[config.mk]
export PLATFORM = sky130hd
export DESIGN_NAME = transpose_ctrl
export DESIGN_NICKNAME = d
export VERILOG_FILES = /design/src/rtl/transpose_pkg.sv /design/src/rtl/transpose_ctrl_raster_cnt.sv /design/src/rtl/transpose_ctrl.sv
export SDC_FILE = /design/constraint.sdc
export NUM_CORES = 1
export LEC_CHECK = 0
export ABC_AREA = 1
export CAP_MARGIN = 20
export CORE_ASPECT_RATIO = 1.1
export CORE_MARGIN = 5
export CORE_UTILIZATION = 34
export CTS_CLUSTER_DIAMETER = 40
export DETAILED_ROUTE_END_ITERATION = 8
export PLACE_DENSITY_LB_ADDON = 0.3
export SLEW_MARGIN = 30
export SYNTH_ARGS = -nofsm -noshare
export SYNTH_HDL_FRONTEND = slang
export SYNTH_SLANG_ARGS = --single-unit
[constraint.sdc]
create_clock -name CLK -period 1.8 [get_ports CLK]
set_clock_uncertainty 0.2 [all_clocks]
set_input_delay 0.36 -clock CLK [delete_from_list [all_inputs] [get_ports CLK]]
set_output_delay 0.36 -clock CLK [all_outputs]
set_load 0.01 [all_outputs]
[src/rtl/transpose_pkg.sv]
// Shared types and helpers for the frame-buffer transpose controller.
// Holds the FSM state encoding and the counter/address width helper.
package transpose_pkg;

  typedef enum logic [1:0] {
    FILL = 2'd0,
    RD   = 2'd1,
    EMIT = 2'd2
  } state_t;

  // Width needed to index n items; never below 1 so degenerate 1-wide dims still get a bit.
  function automatic int addr_width(input int n);
    return (n <= 1) ? 1 : $clog2(n);
  endfunction

endpackage

[src/rtl/transpose_ctrl_raster_cnt.sv]
// 2-D wrap counter: inner index runs 0..INNER_N-1, then outer advances; both wrap to 0 after last.
// Advances one step per cycle while en_i is high; last_o flags the final position combinationally.
module transpose_ctrl_raster_cnt
  import transpose_pkg::*;
#(
  parameter int INNER_N = 4,
  parameter int OUTER_N = 4,
  localparam int IW = addr_width(INNER_N),
  localparam int OW = addr_width(OUTER_N)
) (
  input  logic          CLK,
  input  logic          RESET,
  input  logic          en_i,
  output logic [IW-1:0] inner_o,
  output logic [OW-1:0] outer_o,
  output logic          last_o
);

  localparam logic [IW-1:0] INNER_MAX = IW'(INNER_N - 1);
  localparam logic [OW-1:0] OUTER_MAX = OW'(OUTER_N - 1);

  logic [IW-1:0] inner_q, inner_d;
  logic [OW-1:0] outer_q, outer_d;
  logic          inner_last;
  logic          outer_last;

  assign inner_last = (inner_q == INNER_MAX);
  assign outer_last = (outer_q == OUTER_MAX);

  always_comb begin
    inner_d = inner_q;
    outer_d = outer_q;
    if (en_i) begin
      if (inner_last) begin
        inner_d = '0;
        outer_d = outer_last ? '0 : outer_q + 1'b1;
      end else begin
        inner_d = inner_q + 1'b1;
      end
    end
  end

  always_ff @(posedge CLK or posedge RESET) begin
    if (RESET) begin
      inner_q <= '0;
      outer_q <= '0;
    end else begin
      inner_q <= inner_d;
      outer_q <= outer_d;
    end
  end

  assign inner_o = inner_q;
  assign outer_o = outer_q;
  assign last_o  = inner_last && outer_last;

endmodule

[src/rtl/transpose_ctrl.sv]
// Frame transpose: fills a buffer row-major at 1 pixel/cycle, drains column-major at 2 cycles/pixel,
// stalling in EMIT while Out1_RDY is low. TRANSPOSE_CTRL_FRAME_CNT_EN adds a frame_count output.
module transpose_ctrl
  import transpose_pkg::*;
#(
  parameter int IMG_W  = 4,
  parameter int IMG_H  = 4,
  parameter int ADDR_W = 4
) (
  input  logic              CLK,
  input  logic              RESET,
  input  logic              In1_SEND,
  input  logic [7:0]        In1_DATA,
  output logic              In1_ACK,
  input  logic              Out1_RDY,
  output logic              Out1_SEND,
  output logic [7:0]        Out1_DATA,
  output logic [15:0]       Out1_COUNT,
  output logic              mem_we,
  output logic [ADDR_W-1:0] mem_waddr,
  output logic [7:0]        mem_wdata,
  output logic [ADDR_W-1:0] mem_raddr,
  input  logic [7:0]        mem_rdata,
  output logic              frame_done,
  output logic              busy
`ifdef TRANSPOSE_CTRL_FRAME_CNT_EN
  ,
  output logic [15:0]       frame_count
`endif
);

  localparam int CW = addr_width(IMG_W);
  localparam int RW = addr_width(IMG_H);
  localparam logic [ADDR_W-1:0] ROW_STRIDE = ADDR_W'(IMG_W);

  state_t        state_q, state_d;
  logic          fill_en, drain_en;
  logic          fill_last, drain_last;
  logic [CW-1:0] fill_col;
  logic [RW-1:0] fill_row;
  logic [RW-1:0] drain_r;
  logic [CW-1:0] drain_c;

  transpose_ctrl_raster_cnt #(
    .INNER_N (IMG_W),
    .OUTER_N (IMG_H)
  ) u_fill_cnt (
    .CLK     (CLK),
    .RESET   (RESET),
    .en_i    (fill_en),
    .inner_o (fill_col),
    .outer_o (fill_row),
    .last_o  (fill_last)
  );

  transpose_ctrl_raster_cnt #(
    .INNER_N (IMG_H),
    .OUTER_N (IMG_W)
  ) u_drain_cnt (
    .CLK     (CLK),
    .RESET   (RESET),
    .en_i    (drain_en),
    .inner_o (drain_r),
    .outer_o (drain_c),
    .last_o  (drain_last)
  );

  // Handshakes are gated by RESET so nothing is accepted while the flops are held clear.
  always_comb begin
    state_d   = state_q;
    fill_en   = 1'b0;
    drain_en  = 1'b0;
    In1_ACK   = 1'b0;
    mem_we    = 1'b0;
    Out1_SEND = 1'b0;
    if (!RESET) begin
      case (state_q)
        FILL: begin
          if (In1_SEND) begin
            fill_en = 1'b1;
            In1_ACK = 1'b1;
            mem_we  = 1'b1;
            if (fill_last) state_d = RD;
          end
        end
        RD: state_d = EMIT;
        EMIT: begin
          if (Out1_RDY) begin
            drain_en  = 1'b1;
            Out1_SEND = 1'b1;
            state_d   = drain_last ? FILL : RD;
          end
        end
        default: state_d = FILL;
      endcase
    end
  end

  always_ff @(posedge CLK or posedge RESET) begin
    if (RESET) state_q <= FILL;
    else       state_q <= state_d;
  end

  assign mem_waddr  = ADDR_W'(fill_row) * ROW_STRIDE + ADDR_W'(fill_col);
  assign mem_wdata  = In1_DATA;
  assign mem_raddr  = ADDR_W'(drain_r) * ROW_STRIDE + ADDR_W'(drain_c);
  assign Out1_DATA  = Out1_SEND ? mem_rdata : 8'h00;
  assign Out1_COUNT = 16'h0001;
  assign frame_done = drain_en && drain_last;
  assign busy       = (state_q != FILL) || (fill_col != '0) || (fill_row != '0);

`ifdef TRANSPOSE_CTRL_FRAME_CNT_EN
  logic [15:0] frame_count_q;

  always_ff @(posedge CLK or posedge RESET) begin
    if (RESET)           frame_count_q <= 16'h0000;
    else if (frame_done) frame_count_q <= frame_count_q + 16'h0001;
  end

  assign frame_count = frame_count_q;
`endif

endmodule

==> metrics.log <==
INFO  metric insertion_delay = around 260 ps
INFO  metric met1_wl = roughly 760 microns
INFO  metric cell_type_contributing_the_most_total_cell_area_after_synthesis = sky130_fd_sc_hd__dfrtp_1
INFO  metric nets = roughly 200
INFO  metric path_clk_slew = ~60 ps
INFO  metric maximum_number_of_pins_on_one_net_before_global_route_repair = 14
INFO  metric worst_hold_path_type = in2async
INFO  metric fraction_of_post_synthesis_cell_area_in_the_top_cell_type_by_area = roughly 29%
INFO  metric post_layout_nonfiller_instances = 202
INFO  metric drt-wirelength-per-cell = approximately 9.8 microns
INFO  metric rsz0062_at_grt = yes
INFO  metric synth_sequential_area_ratio = ~29%
INFO  metric grt_pass1_vias = 782
INFO  metric status = complete, no violations
INFO  metric clock.fmax = between 500 and 600 MHz
INFO  metric setup.reg_to_reg.worst_slack = 30 ps
INFO  metric synth-simple-area-share = 26.3%
INFO  metric final_cell_mix = 26 x sky130_fd_sc_hd__buf_4, 23 x sky130_fd_sc_hd__nand2_1, 18 x sky130_fd_sc_hd__inv_1
INFO  metric static-leakage-power = about 0.76 nW
INFO  metric largest_family_of_logic_cells_by_synthesized_area = buffers and inverters
INFO  metric grt_pass1_wl = about 3200 microns
INFO  metric syn_avg_cell_area = between 7 and 8 sq um
INFO  metric end_kind = primary output
INFO  metric highest-signal-layer = met4
INFO  metric fp.dieW = approximately 58 microns
INFO  metric finalCritPeriodShare = roughly 100%
INFO  metric max-vdd-ir-drop = around 750 uV
INFO  metric synth_cells = around 120
INFO  metric tritoncts_clock_tree = done
INFO  metric placement.io_buffers = 32
INFO  metric final_common_cell = sky130_fd_sc_hd__buf_4
INFO  metric pin_count = 65
INFO  metric floorplan.rows = 19
INFO  metric synth-compound-area-share = 3.57%
INFO  metric grt_util_all_layers = between 10% and 20%
INFO  metric detail-route-antenna-nets = 0
INFO  metric muxShareOfSynthArea = 0%
INFO  metric detailedPlacementHpwl = 1600 microns
INFO  metric power.density = around 1200 nW/um^2
INFO  metric yosys_register_bits = 10
INFO  metric antenna_cell_count = 0
INFO  metric worstPathRequired = around 1200 ps
INFO  metric synthToLayoutAreaGrowth = 44.6%
INFO  metric synth_fa_ha_area_share = between 8 and 9%
INFO  metric ctsRootBufferMaster = sky130_fd_sc_hd__clkbuf_4
INFO  metric finalSetupViolCount = 0
INFO  metric dr.pass1.iters = 2
INFO  metric dr.first_iter.drc_count = 8
INFO  metric drt-vias-per-instance = 4.04
INFO  metric antenna_violations_before_repair = 0
INFO  metric cp-start-kind = flip-flop
INFO  metric floorplan.die_area = around 3700 sq um
INFO  metric start_util = 35.1%
INFO  metric core_region_area = between 2000 and 2500 sq um
INFO  metric placement.cell_area = about 1200 sq um
INFO  metric final_area = around 1300 sq um
INFO  metric number_of_buffers_added_by_the_clock_tree_synthesis_step = 3
INFO  metric placed_cells_incl_taps = 189
INFO  metric floorplan.die.height = 63.2 microns
INFO  metric drive_gt1_share = 38.0%
INFO  metric cap_viol_max_count = 0
INFO  metric worstSetupPathType = reg2out
INFO  metric drc_violations_left = 0
INFO  metric place_congestion = 0.786
INFO  metric postRouteWirelength = around 2000 microns
INFO  metric finalWorstPathRequiredPeriod = 1800 ps
INFO  metric synth-warning-count = 0
INFO  metric synth-xor-area-share = 0%
INFO  metric cts_hold_repair.buffers = 0
INFO  metric syn_area = ~900 sq um
INFO  metric wl_met2 = ~940 microns
INFO  metric yosysUniqueCellTypes = 17
INFO  metric clock_tree.buffer_depth = 2
INFO  metric worst-endpoint-arrival = ~1200 ps
INFO  metric critical_path.max_fanout = 10
INFO  metric top_area_cells_in_the_synthesized_netlist = sky130_fd_sc_hd__dfrtp_1 29%, sky130_fd_sc_hd__buf_4 21%, sky130_fd_sc_hd__nand2_1 11%
INFO  metric finalMaxSlewViolations = 0
INFO  metric grt-ovfl-total = 0
INFO  metric cts.htree.levels = 1
INFO  metric finalHoldViolCount = 0
INFO  metric vias = 816
INFO  metric wl_met3 = between 200 and 300 microns
INFO  metric cts_num_sinks = 10
[synthesized netlist by cell type]
master and count:
sky130_fd_sc_hd__buf_4 25, sky130_fd_sc_hd__nor2_4 1, sky130_fd_sc_hd__nand2_2 3, sky130_fd_sc_hd__conb_1 2, sky130_fd_sc_hd__dfrtp_1 10, sky130_fd_sc_hd__a21oi_1 1
sky130_fd_sc_hd__nand2_1 25, sky130_fd_sc_hd__nor2_1 5, sky130_fd_sc_hd__nor2_2 9, sky130_fd_sc_hd__inv_2 2, sky130_fd_sc_hd__ha_1 6, sky130_fd_sc_hd__buf_6 1
sky130_fd_sc_hd__inv_1 20, sky130_fd_sc_hd__a31oi_1 1, sky130_fd_sc_hd__or2_2 1, sky130_fd_sc_hd__o21ai_0 4, sky130_fd_sc_hd__nand3_1 5
[registers in the layout, summed over array words and instances, names as in the netlist]
register and cells:
u_drain_cnt.inner_o 2, u_drain_cnt.outer_o 2, state_q 2, u_fill_cnt.outer_o 2, u_fill_cnt.inner_o 2
[worst max-delay path, stage by stage (launching register included)]
cell and delay (ps):
sky130_fd_sc_hd__dfrtp_1 380, sky130_fd_sc_hd__inv_2 60, sky130_fd_sc_hd__nand2_2 60, sky130_fd_sc_hd__nor2_4 160
sky130_fd_sc_hd__inv_6 80, sky130_fd_sc_hd__nor2_2 90, sky130_fd_sc_hd__buf_2 140
[path summary, 6_finish.rpt]
path | start | cells after the start | to
max reg2reg | state_q[0] | 10 | u_fill_cnt.inner_o[0]
min | RESET | 3 | u_drain_cnt.outer_o[1]
min reg2reg | u_drain_cnt.inner_o[1] | 3 | u_drain_cnt.inner_o[1]
max | state_q[0] | 6 | Out1_DATA[2]
min in group CLK | RESET | 3 | state_q[0]
max in group asynchronous | RESET | 3 | state_q[0]
[power breakdown]
group | switching [mW] | total, mW | internal, mW
logic | 0.457 | 0.961 | 0.504
registers | 0.0612 | 0.385 | 0.324
clock network | 0.0739 | 0.151 | 0.0771
[stage by stage]
| step | power (mW) | setup TNS [ps] | util [%] | worst slack, ps | hold slack (ps) |
|---|---|---|---|---|---|
| 6_report | 1.50 | 0 | 50.7 | 1.24 | 95.8 |
| 5_1_grt | 1.64 | -876 | 50.7 | -96.7 | 112 |
| 4_1_cts | 1.48 | -89.8 | 49.6 | -89.8 | 95.7 |
| 3_5_place_dp | 1.35 | -6890 | 48.7 | -609 | 369 |
| 3_3_place_gp | 1.31 | -6600 | 48.7 | -575 | 352 |
| 2_1_floorplan | 0.863 | 0 | - | 92.8 | -36.8 |
[area by class of cell]
class / instances / area (sq um)
clock buffer: 3 / 22.5
fill: 260 / 1230
timing repair buffer: 59 / 460
multi-input combinational: 77 / 407
sequential: 10 / 250
tap: 31 / 38.8
inverter: 22 / 87.6
[metal layers]
layer,track usage (%),up-vias
li1,-,418
met1,12.0,354
met2,17.3,38
met3,4.49,6
met4,5.22,0
met5,0,-
[kinds of logic (layout without fill, tap and decap cells)]
| kind of cell | after synthesis | in the layout |
|---|---|---|
| flops | 10 | 10 |
| fa+ha+maj | 6 | 6 |
| simple gates | 49 | 49 |
| other cells | 2 | 16 |
| buf+inv | 48 | 84 |
| compound gates | 6 | 6 |
[what timing repair did]
item	4_1_cts	5_1_grt
hold endpoints to repair	0	0
setup buffers	7	3
pin swaps	4	1
endpoints found under the setup margin	21	13
gates resized for setup	70	4
Power figures use the tool's default switching activity.
